### src/rtl/match_cnt_pkg.sv
// Shared constants and types for the match_counter_n timer/event-count primitive.
// Direction constants and the next-count select encoding used by the top level.
package match_cnt_pkg;

    localparam logic UP   = 1'b1;
    localparam logic DOWN = 1'b0;

    typedef enum logic [2:0] {
        SEL_HOLD = 3'd0,
        SEL_LOAD = 3'd1,
        SEL_CLR  = 3'd2,
        SEL_INC  = 3'd3,
        SEL_DEC  = 3'd4
    } sel_e;

    // True when the selected step crosses the natural 2^WIDTH boundary.
    function automatic logic is_wrap(sel_e sel, logic at_max, logic at_min);
        return ((sel == SEL_INC) && at_max) || ((sel == SEL_DEC) && at_min);
    endfunction

endpackage

### src/rtl/match_cnt_cmp.sv
// One compare channel of match_counter_n: registered pulse when the next count
// equals this channel's compare value and the counter actually updates.
module match_cnt_cmp
#(
    parameter int unsigned WIDTH = 5
) (
    input  logic             clk,
    input  logic             rst,
    input  logic             update,
    input  logic [WIDTH-1:0] count_next,
    input  logic [WIDTH-1:0] match_val,
    output logic             match_pulse
);

    logic hit;

    assign hit = update && (count_next == match_val);

    always_ff @(posedge clk or posedge rst) begin
        if (rst) begin
            match_pulse <= 1'b0;
        end else begin
            match_pulse <= hit;
        end
    end

endmodule

### src/rtl/match_counter_n.sv
// Parametrised up/down counter with NUM_MATCH compare channels, load, period mode
// and wrap reporting. Define MATCH_CNT_PRESCALE_EN to add the prescale port/divider.
module match_counter_n
    import match_cnt_pkg::*;
#(
    parameter int unsigned WIDTH      = 5,
    parameter int unsigned NUM_MATCH  = 2,
    parameter int unsigned PRESCALE_W = 4
) (
    input  logic                      clk,
    input  logic                      rst,
    input  logic                      en,
    input  logic                      up_dn,
    input  logic                      load,
    input  logic [WIDTH-1:0]          load_val,
    input  logic                      clear_on_match,
    input  logic [NUM_MATCH*WIDTH-1:0] match_in,
`ifdef MATCH_CNT_PRESCALE_EN
    input  logic [PRESCALE_W-1:0]     prescale,
`endif
    output logic [WIDTH-1:0]          count,
    output logic [NUM_MATCH-1:0]      match_out,
    output logic                      wrap
);

    if (WIDTH < 2 || NUM_MATCH < 1 || PRESCALE_W < 1) begin : g_param_err
        $error("match_counter_n: invalid parameters");
    end

    logic [WIDTH-1:0] count_q;
    logic [WIDTH-1:0] count_d;
    logic [WIDTH-1:0] period;
    logic             tick;
    logic             step;
    logic             update;
    logic             wrap_q;
    logic             wrap_d;
    sel_e             sel;

    assign period = match_in[WIDTH-1:0];

`ifdef MATCH_CNT_PRESCALE_EN
    logic [PRESCALE_W-1:0] psc_q;
    logic [PRESCALE_W-1:0] psc_d;

    assign tick = (psc_q == prescale);

    // Load realigns the divider so the first step after a load is a full period.
    always_comb begin
        psc_d = psc_q;
        if (load) begin
            psc_d = '0;
        end else if (en) begin
            psc_d = tick ? '0 : psc_q + 1'b1;
        end
    end

    always_ff @(posedge clk or posedge rst) begin
        if (rst) begin
            psc_q <= '0;
        end else begin
            psc_q <= psc_d;
        end
    end
`else
    assign tick = 1'b1;
`endif

    assign step = en && tick;

    always_comb begin
        sel = SEL_HOLD;
        if (load) begin
            sel = SEL_LOAD;
        end else if (step && clear_on_match && (count_q == period)) begin
            sel = SEL_CLR;
        end else if (step && (up_dn == UP)) begin
            sel = SEL_INC;
        end else if (step) begin
            sel = SEL_DEC;
        end
    end

    always_comb begin
        count_d = count_q;
        unique case (sel)
            SEL_LOAD: count_d = load_val;
            SEL_CLR:  count_d = '0;
            SEL_INC:  count_d = count_q + 1'b1;
            SEL_DEC:  count_d = count_q - 1'b1;
            default:  count_d = count_q;
        endcase
    end

    assign update = (sel != SEL_HOLD);
    assign wrap_d = is_wrap(sel, count_q == '1, count_q == '0);

    always_ff @(posedge clk or posedge rst) begin
        if (rst) begin
            count_q <= '0;
            wrap_q  <= 1'b0;
        end else begin
            count_q <= count_d;
            wrap_q  <= wrap_d;
        end
    end

    assign count = count_q;
    assign wrap  = wrap_q;

    for (genvar i = 0; i < NUM_MATCH; i++) begin : g_ch
        match_cnt_cmp #(
            .WIDTH(WIDTH)
        ) u_cmp (
            .clk        (clk),
            .rst        (rst),
            .update     (update),
            .count_next (count_d),
            .match_val  (match_in[i*WIDTH +: WIDTH]),
            .match_pulse(match_out[i])
        );
    end

endmodule

### config.mk
export PLATFORM = sky130hd
export DESIGN_NAME = match_counter_n
export DESIGN_NICKNAME = d
export VERILOG_FILES = /design/src/rtl/match_cnt_pkg.sv /design/src/rtl/match_cnt_cmp.sv /design/src/rtl/match_counter_n.sv
export SDC_FILE = /design/constraint.sdc
export NUM_CORES = 1
export LEC_CHECK = 0
export CELL_PAD_IN_SITES_DETAIL_PLACEMENT = 1
export CELL_PAD_IN_SITES_GLOBAL_PLACEMENT = 2
export CORE_MARGIN = 3
export CORE_UTILIZATION = 24
export CTS_BUF_LIST = sky130_fd_sc_hd__clkbuf_16
export DETAILED_ROUTE_END_ITERATION = 8
export PLACE_DENSITY_LB_ADDON = 0.1
export SLEW_MARGIN = 20
export SYNTH_ARGS = -nofsm -noshare
export SYNTH_HDL_FRONTEND = slang
export SYNTH_SLANG_ARGS = --single-unit
### constraint.sdc
create_clock -name clk -period 3 [get_ports clk]
set_clock_uncertainty 0.2 [all_clocks]
set_input_delay 0.3 -clock clk [delete_from_list [all_inputs] [get_ports clk]]
set_output_delay 0.3 -clock clk [all_outputs]
set_load 0.02 [all_outputs]
# == After elaboration in Yosys (flattened, before gate mapping) ==
# Index checks and enable logic that the tools add are counted.
# totals
regBits,8
latch_bits,0
mem_bits_rw,0
rom_bits,0
in_bits,21
out_inout_bits,8
elab_cells,29
memories,0
# op_classes
n_addsub,2
multipliers,0
n_div,0
n_lt_le_gt_ge,0
n_eq_ne,8
shift,0
mux,5
bitwise_logic,0
reduce_logical,10
# op_table
op,n
5-bit case mux with 4 select lines,1
5-bit equality test,3
3-bit 2-to-1 mux,4
1-bit logical AND,7
3-bit by 2-bit equality test with 1-bit output (second input constant),2
5-bit by 1-bit adder with 5-bit output (second input constant),1
5-bit equality test (second input constant),1
5-bit zero test,1
5-bit by 1-bit subtractor with 5-bit output (second input constant),1
3-bit by 1-bit equality test with 1-bit output (second input constant),1
3-bit equality test (second input constant),1
3-bit nonzero test,1
1-bit logical OR,1

# == Depth between registers and ports, before layout ==
# Gate-level depths: netlist (run 1).
# depth
ltp_word,8
mapped_depth,13
depth_no_buf,12

# == By module ==
# From an unflattened synthesis (run 1), not the netlist that was laid out.
# hier_totals
cells_unflattened,73
hier_area_um2,659.4
# by_module_without_submodules
module,instances,cells_per_inst,area_each_um2,seq_area_each_um2
match_counter_n,1,55,489.2,150.1
match_cnt_cmp,2,9,85.1,25.0

# == Worst setup path before layout (run 1) ==
# No wires, ideal clock.
# synth_timing
path_type,register to register
from,"register count_q[4], in the netlist count[4]"
to,register g_ch[0].u_cmp.match_pulse
setup_ns,0.096
arrival_ns,3.013
required_ns,2.704
slack_ns,-0.308
stages_incl_launch_ff,13
n_path_buf,1
synth_period_minus_slack_ns,3.308
cell_sequence,dfrtp_1 -> buf_6 -> xnor2_2 -> nand4_2 -> o21ai_2 -> or2_2 -> fa_1 -> nand2b_1 -> a21oi_2 -> xor2_1 -> a21oi_1 -> mux4_2 -> nor4_2
# synth_between
elab_chain_cells,8
word_cells_on_any_way,14
classes_between,2 x add/sub; 6 x eq/ne; 3 x mux; 3 x reduce/logical
# synth_lines
element,line_no,text
"start, declared",match_counter_n.sv:30,logic [WIDTH-1:0] count_q;
"start signal, assigned",match_counter_n.sv:103,count_q <= count_d;
5-bit equality test,match_counter_n.sv:75,end else if (step && clear_on_match && (count_q == period)) begin
1-bit logical AND,match_counter_n.sv:75,
3-bit 2-to-1 mux,match_counter_n.sv:75,
3-bit 2-to-1 mux,match_counter_n.sv:73,if (load) begin
3-bit equality test (tied with other cells),match_counter_n.sv:86,unique case (sel)
5-bit case mux with 4 select lines,match_counter_n.sv:86,
5-bit equality test,match_cnt_cmp.sv:17,assign hit = update && (count_next == match_val);
1-bit logical AND *,match_cnt_cmp.sv:17,
via g_ch[0].u_cmp.hit,match_cnt_cmp.sv:15,logic hit;
"end signal, assigned",match_cnt_cmp.sv:23,match_pulse <= hit;
"end, declared",match_cnt_cmp.sv:12,output logic match_pulse
# Mark *: on every way through the listed nets, which the timed path passes. The rest lies on a longest branch.

# == Final worst setup path (run 1) ==
# layout_timing
from,"register count_q[0], in the netlist count[0]"
to,register g_ch[0].u_cmp.match_pulse
# Same word-level chain as after synthesis.

==> results of run 1 <==
[final timing paths]
check,start,end,slack (ns),cells after the start
setup reg to reg,count[0],g_ch[0].u_cmp.match_pulse,-0.09,11
setup / recovery,count[0],g_ch[0].u_cmp.match_pulse,-0.09,11
min in group clk,load_val[1],count[1],0.45,3
hold reg to reg,count[4],count[4],0.53,2
max in group asynchronous,rst,count[0],2.17,2
hold / removal,rst,count[2],0.14,2
[where the power goes]
group	internal, mW	switching, mW	total, mW
registers	0.121	0.0122	0.133
clock network	0.173	0.0597	0.232
logic	0.217	0.206	0.423
[cell usage in the layout (no fill, tap or decap), types with 4 or more instances in the layout]
cell type        count
clkdlybuf4s50_1     22
nand2_1              5
dlygate4sd2_1        6
buf_4               28
xnor2_2              5
a21oi_1              7
xnor2_1              7
inv_1                7
nor2_1               8
nand2b_1             4
dfrtp_1              6
[worst register-to-register path, delay by kind of cell (launching register included)]
kind                     cells  cell delay, ns
multiplexers                 1            0.53
AO/OA/AOI/OAI                3            0.33
AND/OR/NAND/NOR              4            0.82
flip-flops                   1            0.42
adder cells (fa/ha/maj)      1            0.35
XOR/XNOR                     2            0.34
[per-stage QoR]
stage,cell area [sq um],util,hold slack [ns],instances
after floorplan,1059,-,-0.08448,119
after global placement,1500,0.3893,0.3983,208
after detailed placement,1500,0.3893,0.3998,208
after CTS,1640,0.4256,0.1511,217
after global routing,1710,0.4438,0.1930,220
final,1710,0.4438,0.1403,220
[sequential cells by signal (all words and copies together), names as in the netlist]
name	cells
wrap	1
g_ch.u_cmp.match_pulse	2
count	5
[per-layer routing]
metal | vias to the layer above | track usage | share of wire
li1 | 546 | - | -
met1 | 553 | 0.2113 | 0.42
met2 | 38 | 0.2822 | 0.52
met3 | 9 | 0.02415 | 0.043
met4 | 0 | 0.07516 | 0.021
met5 | - | 0 | 0
[what timing repair did]
action                     4_1_cts  5_1_grt
setup endpoints to repair        2        2
setup buffers                    6        3
resized for setup               12        7
pin swaps                       13        7
[area by class of cell]
type	count	area, sq um
Tap cell	48	60.06
Timing Repair Buffer	57	494.2
Inverter	9	36.28
Clock buffer	3	75.07
Sequential cell	8	202.7
Fill cell	462	2143
Multi-Input combinational cell	95	842.1
[kinds of logic after synthesis]
logic type	count (synthesis)
compound gates	37
xor+xnor	17
fa+ha+maj	4
buf+inv	16
flops	8
mux	4
simple gates	33
==> summary.md, run 1 <==
| Metric | Value |
|---|---|
| Status | `complete, but fails checks` |
| Failing checks | `setup timing` |
| Worst Path Buf+Inv | `0` |
| Worst-path clk slew | `0.04 ns` |
| Die area | `5004 sq um` |
| HP Class | `input port to async pin` |
| Critical path required time | `2.94 ns` |
| Crit path DAT | `3.02 ns` |
| Hold_buf cts | `0` |
| Mux share of post-synthesis cell area | `0.05224` |
| Share of cells above drive strength 1 | `0.3314` |
| Syn nets | `144` |
| XOR/XNOR share of the synthesized area | `0.1629` |
| Highest Clock Rate | `0.3239 GHz` |
| Post-Synth Adder-Cell Area | `0.05721` |
| Initial antenna violation count | `0` |
| First-pass GRT wire length | `6486 um` |
| Syn_area_per_cell | `8.453 sq um` |
| H-tree depth | `1` |
| DP HPWL | `3138 um` |
| Most frequent cell after synthesis | `xnor2_1` |
| I/O pin count | `29` |
| Cell type with the largest total area after synthesis | `dfrtp_1` |
| Crit-path cells | `xnor2_2 > nand4_2 > o21ai_2 > or2_4 > fa_2 > nand2b_4 > a21oi_4 > xor2_2 > a21oi_1 > mux4_2 > nor4_4` |
| Leading post-synthesis cells by cell area | `dfrtp_1 20%, xnor2_1 9.6%, ha_1 3.7%, nor2_1 3.7%, a21oi_1 3.5%` |
| Global-route usage over all layers | `0.1677` |
| Initial Util | `0.2610` |
| Post-synth top area share | `0.1990` |
| Commonest cells in the netlist | `11 x xnor2_1, 10 x nor2_1, 9 x inv_1, 8 x dfrtp_1, 7 x a21oi_1` |
| Wirelength per Cell | `18.52 um` |
| IO buf count | `28` |
| PD cells | `461.0 nW/um^2` |
| Power Total | `0.7885 mW` |
| Asr flop ratio synth | `1.000` |
| DR pass1 iterations | `4` |
| Mapped Area | `1006 sq um` |
| Least-Margin Pin Slew | `0.4253 ns` |
| Register bit total from synthesis | `8` |
| CP Launch Type | `register` |
| Register area share after synthesis | `0.1990` |
| Area of the core | `3854 sq um` |
| Worst path top cell family by delay | `simple AND/OR/NAND/NOR gates` |
| Unique masters post-synth | `47` |
| Pre-CTS setup slack | `-0.4949 ns` |
| Number of max-cap violations | `0` |
| Peak supply drop | `0.1593 mV` |
| Layout Area Growth over Synthesis | `70.02%` |
| CP max FO | `3` |
| Final setup vio count | `1` |
| Initial drt markers | `44` |
| Setup TNS | `-0.08723 ns` |
| Total congestion overflow | `0` |
| Final Hold Vio Count | `0` |
| Sink Count | `8` |
| CTS root buf | `clkbuf_16` |
| Clock Path Buffers | `2` |
| Critical Path Max Stage Delay | `0.53 ns` |
| Diodes inserted | `0` |
| Post-synthesis simple-gate area fraction | `0.1791` |
| Worst-Skew Late Latency | `0.24 ns` |
| Largest net degree at the start of global routing | `22` |
| Nets@finish | `199` |
| Number of global-route vias before repair | `1262` |
| Vias | `1146` |
| CP Class | `register to register` |
| Tcrit/Tclk final | `1.029` |
| Final Max Slew Viols | `0` |
| Synth Warn # | `0` |
| CP endpoint kind | `register` |
| Slowest cell on the critical path | `mux4_2` |
| RSZ-0062 raised after global routing | `yes` |
| Fin crit period | `3.087 ns` |
| DRC violations left | `0` |
| DRT Wirelength | `4075 um` |
| Vias per cell | `5.209` |
| DIE HEIGHT | `70.74 um` |
| Most common flop cell mapped by yosys | `dfrtp_1` |
| Setup ws final | `-0.08723 ns` |
| Cts bufs inserted | `3` |
| Combinational family with the most area after synthesis | `compound AO/OA/AOI/OAI gates` |
| CTS tree | `yes` |
| Gp weighted congestion | `0.8125` |
| Row cnt | `22` |
| Die X-Extent | `70.74 um` |
| Post-synth EDFFs | `0` |
| P_leak | `0.7172 nW` |
| Post-synthesis compound-gate area fraction | `0.2674` |
| Max-slew headroom | `0.7152` |
| Detail Route Antenna Nets | `0` |
| Cells after Synth | `119` |
Note: power is estimated with default switching activity, not from simulation.
==> inputs of run 2 (changes only) <==
- GPL_ROUTABILITY_DRIVEN: unset -> 0
==> results of run 2 <==
Same layout as run 1: the final DEF is identical, and so are final timing and power.
